### config.mk
export PLATFORM = sky130hd
export DESIGN_NAME = s1_fetch_unit
export DESIGN_NICKNAME = d
export VERILOG_FILES = /design/src/rtl/s1_fetch_unit_pkg.sv /design/src/rtl/s1_fetch_unit_pc_next_mux.sv /design/src/rtl/s1_fetch_unit.sv
export SDC_FILE = /design/constraint.sdc
export NUM_CORES = 1
export LEC_CHECK = 0
export BUFFER_PORTS_ARGS = -buffer_cell sky130_fd_sc_hd__buf_2
export CAP_MARGIN = 20
export CORE_AREA = 2 2 113 104
export DETAILED_ROUTE_END_ITERATION = 10
export DIE_AREA = 0 0 115 106
export GPL_ROUTABILITY_DRIVEN = 0
export PLACE_DENSITY = 0.78
export SLEW_MARGIN = 10
export SYNTH_ARGS = -nofsm -noshare
export SYNTH_HDL_FRONTEND = slang
export SYNTH_SLANG_ARGS = --single-unit
export TNS_END_PERCENT = 10
### constraint.sdc
create_clock -name clk -period 2.7 [get_ports clk]
set_clock_uncertainty 0.05 [all_clocks]
set_input_delay 0.27 -clock clk [delete_from_list [all_inputs] [get_ports clk]]
set_output_delay 0.27 -clock clk [all_outputs]
set_load 0.005 [all_outputs]
### src/rtl/s1_fetch_unit_pkg.sv
// rtl/s1_fetch_unit_pkg.sv - shared pc_sel encodings and fetch constants
package s1_fetch_unit_pkg;

  // pc_sel encodings, shared with stage-3 control
  localparam logic [1:0] PC_SEL_PLUS4 = 2'd0;
  localparam logic [1:0] PC_SEL_ALU   = 2'd1;
  localparam logic [1:0] PC_SEL_JAL   = 2'd2;
  localparam logic [1:0] PC_SEL_RST   = 2'd3;

  // BIOS base and the addi x0,x0,0 bubble
  localparam logic [31:0] DEFAULT_RESET_PC  = 32'h4000_0000;
  localparam logic [31:0] DEFAULT_NOP_INSTR = 32'h0000_0013;

  // True when stage 3 is steering fetch to a branch/JALR or JAL target
  function automatic logic is_redirect(input logic [1:0] sel);
    return (sel == PC_SEL_ALU) || (sel == PC_SEL_JAL);
  endfunction

endpackage

### src/rtl/s1_fetch_unit_pc_next_mux.sv
// rtl/s1_fetch_unit_pc_next_mux.sv - combinational next-PC priority select
module s1_fetch_unit_pc_next_mux
  import s1_fetch_unit_pkg::*;
#(
  parameter logic [31:0] RESET_PC = DEFAULT_RESET_PC
) (
  input  logic        rst,
  input  logic [1:0]  pc_sel,
  input  logic [31:0] alu_target,
  input  logic [31:0] jal_target,
  input  logic        stall,
  input  logic [31:0] pc_f,
  output logic [31:0] next_pc
);

  // Reset vector first, then redirects, then stall hold, else sequential;
  // a redirect beats stall because the stalled instruction is wrong-path
  always_comb begin
    next_pc = pc_f + 32'd4;
    if (rst || pc_sel == PC_SEL_RST) begin
      next_pc = RESET_PC;
    end else if (pc_sel == PC_SEL_JAL) begin
      next_pc = jal_target;
    end else if (pc_sel == PC_SEL_ALU) begin
      next_pc = alu_target;
    end else if (stall) begin
      next_pc = pc_f;
    end
  end

endmodule

### src/rtl/s1_fetch_unit.sv
// rtl/s1_fetch_unit.sv - stage-1 fetch: PC register, memory addressing, stage-2 registers
module s1_fetch_unit
  import s1_fetch_unit_pkg::*;
#(
  parameter logic [31:0] RESET_PC  = DEFAULT_RESET_PC,
  parameter logic [31:0] NOP_INSTR = DEFAULT_NOP_INSTR
) (
  input  logic        clk,
  input  logic        rst,
  input  logic [1:0]  pc_sel,
  input  logic [31:0] alu_target,
  input  logic [31:0] jal_target,
  input  logic        stall,
  input  logic [31:0] bios_dout,
  input  logic [31:0] imem_dout,
  output logic [11:0] bios_addr,
  output logic [13:0] imem_addr,
  output logic [31:0] pc_f,
  output logic [31:0] pc_s2,
  output logic [31:0] instr_s2,
  output logic        valid_s2,
  output logic        flush_s2
);

  logic [31:0] next_pc;
  logic [31:0] fetch_data;
  logic        any_redirect;

  s1_fetch_unit_pc_next_mux #(
    .RESET_PC (RESET_PC)
  ) u_pc_next_mux (
    .rst        (rst),
    .pc_sel     (pc_sel),
    .alu_target (alu_target),
    .jal_target (jal_target),
    .stall      (stall),
    .pc_f       (pc_f),
    .next_pc    (next_pc)
  );

  // Memories are synchronous-read, so they are addressed with next_pc;
  // low address bits of misaligned targets are simply dropped here
  assign bios_addr = next_pc[13:2];
  assign imem_addr = next_pc[15:2];

  // pc_f[30] distinguishes the BIOS window from IMEM
  assign fetch_data = pc_f[30] ? bios_dout : imem_dout;

  // pc_sel=3 also bubbles stage 2 but does not flush: stage 3 resets itself
  assign any_redirect = (pc_sel != PC_SEL_PLUS4);
  assign flush_s2     = !rst && is_redirect(pc_sel);

  // Fetch PC follows next_pc every cycle (the mux already handles hold/reset)
  always_ff @(posedge clk) begin
    if (rst) begin
      pc_f <= RESET_PC;
    end else begin
      pc_f <= next_pc;
    end
  end

  // Stage-2 registers: bubble on redirect, hold on stall, else capture fetch
  always_ff @(posedge clk) begin
    if (rst) begin
      pc_s2    <= '0;
      instr_s2 <= NOP_INSTR;
      valid_s2 <= 1'b0;
    end else if (any_redirect) begin
      pc_s2    <= pc_f;
      instr_s2 <= NOP_INSTR;
      valid_s2 <= 1'b0;
    end else if (!stall) begin
      pc_s2    <= pc_f;
      instr_s2 <= fetch_data;
      valid_s2 <= 1'b1;
    end
  end

endmodule

### Word-level counts from Yosys, hierarchy flattened

Cells that the tools add are included.
Widths: inputs -> output; s select.

| word-level totals | value |
|---|---|
| register bits after elaboration | 97 |
| input bits | 133 |
| output and inout bits | 124 |

| cells by class | value |
|---|---|
| $add $sub $neg | 1 |
| eq/ne operators | 5 |
| multiplexer cells | 7 |
| reductions and logical operators | 7 |

Operators by type and width:

| operator | number |
|---|---|
| $mux 32 | 6 |
| $add 32x3->32 const B | 1 |
| $mux 16 | 1 |
| $eq 2x2->1 const B | 2 |
| $reduce_or 2->1 | 2 |
| $ne 3x1->1 const B | 1 |
| $eq 2x1->1 const B | 1 |
| $logic_or 1x1->1 | 2 |
| $ne 2x1->1 const B | 1 |
| $reduce_bool 2->1 | 1 |
| $logic_and 1x1->1 | 1 |
| $logic_not 1->1 | 1 |

### Logic depth before layout (Yosys ltp)

| depth | value |
|---|---|
| word-level depth | 5 |
| gate-level depth with buffers | 9 |

### By module

From an unflattened synthesis, not the netlist that was laid out.

| unflattened totals | value |
|---|---|
| cells, all modules | 626 |
| area, all modules | 5662.9 µm² |

By module, submodules not included:

| module | times used | cells an instance | area each (µm²) | sequential area each (µm²) |
|---|---|---|---|---|
| s1_fetch_unit | 1 | 377 | 4119.0 | 1941.9 |
| s1_fetch_unit_pc_next_mux | 1 | 249 | 1544.0 | 0.0 |

### Least setup slack after synthesis

No wires, ideal clock.

| timing | value |
|---|---|
| kind | register to output |
| from | register pc_f[2] |
| to | output imem_addr[8] |
| arrival time | 1.866 ns |
| data required time | 2.380 ns |
| setup slack | 0.514 ns |
| stages on the path, launching flop included | 8 |
| path buffers | 1 |
| path through | dfxtp_1 -> ha_1 -> nand3b_1 -> or3_1 -> xnor2_1 -> mux2i_1 -> o31ai_1 -> buf_4 |

| on the way | value |
|---|---|
| cells in the longest elaborated chain, start to end | 5 |

RTL lines:

| what | RTL line | RTL |
|---|---|---|
| from (decl) | s1_fetch_unit.sv:18 | `output logic [31:0] pc_f,` |
| from (signal assigned) | s1_fetch_unit.sv:58 | `pc_f <= next_pc;` |
| $add 32x3->32 | s1_fetch_unit_pc_next_mux.sv:19 | `next_pc = pc_f + 32'd4;` |
| $mux 32 | s1_fetch_unit_pc_next_mux.sv:26 | `end else if (stall) begin` |
| $mux 32 | s1_fetch_unit_pc_next_mux.sv:24 | `end else if (pc_sel == PC_SEL_ALU) begin` |
| $mux 32 | s1_fetch_unit_pc_next_mux.sv:22 | `end else if (pc_sel == PC_SEL_JAL) begin` |
| $mux 16 | s1_fetch_unit_pc_next_mux.sv:20 | `if (rst \|\| pc_sel == PC_SEL_RST) begin` |
| to (decl) | s1_fetch_unit.sv:17 | `output logic [13:0] imem_addr,` |

Every way passes these cells. The select of a mux whose other input is x is not followed.

### Final worst setup path

| timing | value |
|---|---|
| from | register pc_f[6] |
| to | output imem_addr[9] |

Same word-level chain as after synthesis.

==> results summary <==
The share of flip-flops with an asynchronous set or reset is 0%. The number of buffer and inverter stages on the critical path came out at 1. STA classifies the critical path endpoint as an output port.

The net count of the finished layout is 1005. The largest stage delay on the critical path is 0.49 ns. The maximum number of pins on one net before global-route repair came out at 82.

The final number of hold-violating endpoints came out at 0. The average instance in the mapped netlist occupies 7.73 sq um. Setup repair after global routing left no endpoint under its margin. The register bit count reported by yosys is 97. The highest ir drop seen on vdd is 309 uV. The sort of element at the start of the critical path is a flip-flop. The count of pins on the block boundary came out at approximately 260. After synthesis, flip-flops and latches occupy 39.1% of the total area. The hold-fix buffer count after cts came out at 0. The total routing resource utilization after global routing came out at 24.9%.

The path class of the tightest hold or removal check is input pin to flip-flop. The worst-case reg-to-reg path depth came out at 5. The number of nets with antenna violations after routing is 0. Timing would allow up to approximately 390 MHz. The number of antenna violations at the first check in global routing is 1. The worst-case headroom to the max-slew limit came out at 45.3%.

The worst register-to-register path ends at pc_f[20]$_SDFFE_PP0P_. TritonCTS built the clock tree. The count of endpoints failing setup in the final report came out at 0. The count of unresolved DRC violations after routing came out at 0. The total routed wirelength came out at approximately 16 mm. The global-route wire length before repair is 24.3 mm.

The maximum net fanout on the critical path came out at 7. The worst min-delay path startpoint is rst. The routed design could run at a clock period as short as 2.56 ns. For hold timing, the worst endpoint is pc_s2[20]$_SDFFE_PP0P_. The count of buffers added on input and output ports is roughly 260. For this run the aggregate overflow at the end of global routing stands at 0. The initialized floorplan defines 37 standard-cell rows. The worst register-to-register path begins at pc_f[8]$_SDFF_PP0_.

The overall die area came out at 0.0122 sq mm. The share of layout cells above drive strength 1 is 35.0%. The total design power came out at about 3.4 mW. Across all layers, the routed design uses between 5000 and 6000 vias.

At the later pin of the worst-skew pair, clock insertion delay measures 0.34 ns. The power density of the placed cells came out at 517 mW/mm^2. The detailed router's first-iteration violation count came out at 333. The number of standard cells after synthesis is about 640. The worst path required time is 2.38 ns. The minimum setup slack among reg-to-reg paths is 0.46 ns. The critical path goes through nand2_1 -> nor4_1 -> xor2_1 -> a222oi_1 -> nor2_1 -> buf_2. The via density per instance is around 5.4. The detailed-routing iteration count for the pre-antenna-repair pass came out at 8. After floorplanning, the core was sized to cover 0.0111 sq mm. The number of fill cells in the layout came out at 1073. The clock sink total came out at between 90 and 100. The run finished with clean final reports. The area growth from synthesis to layout is 32.9%. The estimated wirelength of the detail-placed design came out at about 12 mm. The total negative slack is 0 ns. The number of distinct library cells after synthesis is between 50 and 60. The number of buffers on the longest clock path is 2. The leakage component of the power is approximately 3.2 nW. The tree is rooted in a sky130_fd_sc_hd__clkbuf_16. The number of enable-type register cells in the synthesized netlist came out at 0.

The worst-path cell with the longest stage delay is sky130_fd_sc_hd__dfxtp_1. The kind of cell with the highest combined delay along the critical path is simple AND/OR/NAND/NOR gates. The commonest non-fill, non-tap cell in the layout is sky130_fd_sc_hd__buf_2.

The library cells used most frequently in the layout, excluding fill and tap cells, are 256 x sky130_fd_sc_hd__buf_2, 94 x sky130_fd_sc_hd__nor2_1, 93 x sky130_fd_sc_hd__dfxtp_1, 92 x sky130_fd_sc_hd__nand2_1, 83 x sky130_fd_sc_hd__a21oi_1. The worst setup path is of the flip-flop to output port kind. The worst hold path passes through 2 cells. The clock slew seen by the registers of the worst setup and hold paths is roughly 0.070 ns. The main flop type after synthesis is sky130_fd_sc_hd__dfxtp_1.

The fraction of the cycle the final worst path needs is between 90% and 100%. The reported max-cap violation count came out at 0. The effective utilization at floorplan is 44.7%. The detail-routed net length per standard cell came out at 15.5 um. Clock tree synthesis inserted a total of 9 buffers.

For the pin with the worst max-slew slack, the measured transition is 0.813 ns. The summed instance area of the synthesized netlist came out at 0.00496 sq mm. The number of global-route vias before repair came to 4874.

The H-tree depth is 3. The endpoint arrival time on the critical path is 2.24 ns. The final-report max-slew violation count came to 0. The die is about 120 um wide. For this run, the number of Yosys warnings is 0. The vertical die dimension came out at 106 um.

The synthesized netlist net count came out at 780.
registers in the layout, summed over array words and instances (netlist names):
| signal | count |
|---|---|
| instr_s2 | 32 |
| pc_f | 32 |
| pc_s2 | 32 |
| valid_s2 | 1 |
worst register-to-register path, cell delays in order (launching register included):
cell and delay, ns:
sky130_fd_sc_hd__dfxtp_1 0.47, sky130_fd_sc_hd__nand4_2 0.30, sky130_fd_sc_hd__nor4_1 0.79, sky130_fd_sc_hd__a21boi_0 0.20, sky130_fd_sc_hd__o21ai_1 0.21, sky130_fd_sc_hd__a31oi_1 0.10
per-stage QoR:
stage | setup slack, ns | utilization [%] | instance area (sq um) | instances | hold WS [ns]
final | 0.136 | 59.4 | 6600 | 1008 | 0.0920
after global routing | 0.00296 | 59.4 | 6600 | 1008 | 0.101
after CTS | 0.0507 | 59.0 | 6560 | 1004 | 0.0767
after detailed placement | 0.433 | 56.4 | 6260 | 989 | 0.389
after global placement | 0.486 | 56.4 | 6260 | 989 | 0.381
after floorplan | 0.514 | - | 4960 | 642 | 0.339
what timing repair did:
| action | 4_1_cts | 5_1_grt |
|---|---|---|
| resized for setup | 0 | 5 |
| buffers inserted | 0 | 3 |
| endpoints found under the setup margin | 0 | 9 |
synth_stat cells, drive strengths merged (3+ instances only):
| master | number | area share, % |
|---|---|---|
| dfxtp | 97 | 39 |
| nor2 | 95 | 7.2 |
| nand2 | 92 | 7.0 |
| a21oi | 83 | 8.4 |
| mux2i | 41 | 8.3 |
| clkbuf | 34 | 2.6 |
| buf | 26 | 3.0 |
| o21ai | 26 | 2.6 |
| nand3 | 12 | 1.2 |
| nor4 | 12 | 1.5 |
| inv | 11 | 0.83 |
| nand4 | 11 | 1.8 |
| xor2 | 10 | 1.8 |
| a31oi | 9 | 1.1 |
| o22ai | 8 | 1.0 |
| xnor2 | 8 | 1.4 |
| a211oi | 6 | 0.91 |
| nor3 | 6 | 0.71 |
| ha | 5 | 1.3 |
| a22oi | 4 | 0.61 |
| nor2b | 4 | 0.50 |
| o31ai | 4 | 0.61 |
| a222oi | 3 | 0.61 |
| and4 | 3 | 0.53 |
| mux2 | 3 | 0.68 |
| o21a | 3 | 0.45 |
per-layer routing:
layer  global-route usage [%]  part of all wire (%)  routed length [um]
met4                     7.75                   2.1                 331
met5                        0                     0                   0
met2                     38.8                    46                7220
met1                     34.3                    45                6980
met3                     5.25                   7.0                1090
layout make-up:
class	count	area, sq um	area share, %
multi-input cells	474	2710	41.1
flip-flops and latches	97	1950	29.5
repair buffers	274	1430	21.7
clock buffers	12	256	3.89
well taps	136	170	2.58
inverters	11	41.3	0.626
clock inverters	3	40.0	0.607
diodes	1	2.50	0.0379
power by group:
part,switching [mW],internal (mW),total [mW]
sequential,0.0806,1.49,1.57
combinational,0.284,0.262,0.546
clock,0.532,0.761,1.29
total,0.897,2.51,3.41
worst max path at each step:
stage / start / endpoint / slack [ns] / cells after the start
6_report: pc_f[6]$_SDFF_PP0_ / imem_addr[9] / 0.14 / 6
3_5_place_dp: pc_f[2]$_SDFF_PP0_ / imem_addr[11] / 0.43 / 6
4_1_cts: pc_f[2]$_SDFF_PP0_ / bios_addr[11] / 0.05 / 6
3_3_place_gp: stall / bios_addr[11] / 0.49 / 7
5_1_grt: pc_f[6]$_SDFF_PP0_ / bios_addr[8] / 0.003 / 6
2_1_floorplan: pc_f[2]$_SDFF_PP0_ / imem_addr[8] / 0.51 / 7
cell families after synthesis:
group                    share of synthesized area (%)
AO/OA/AOI/OAI                                     18.1
XOR/XNOR                                          3.18
adder cells (fa/ha/maj)                           1.26
buffers and inverters                             6.48
flip-flops                                        39.1
multiplexers                                      8.95
AND/OR/NAND/NOR                                   22.9
(Power assumes the default switching activity.)
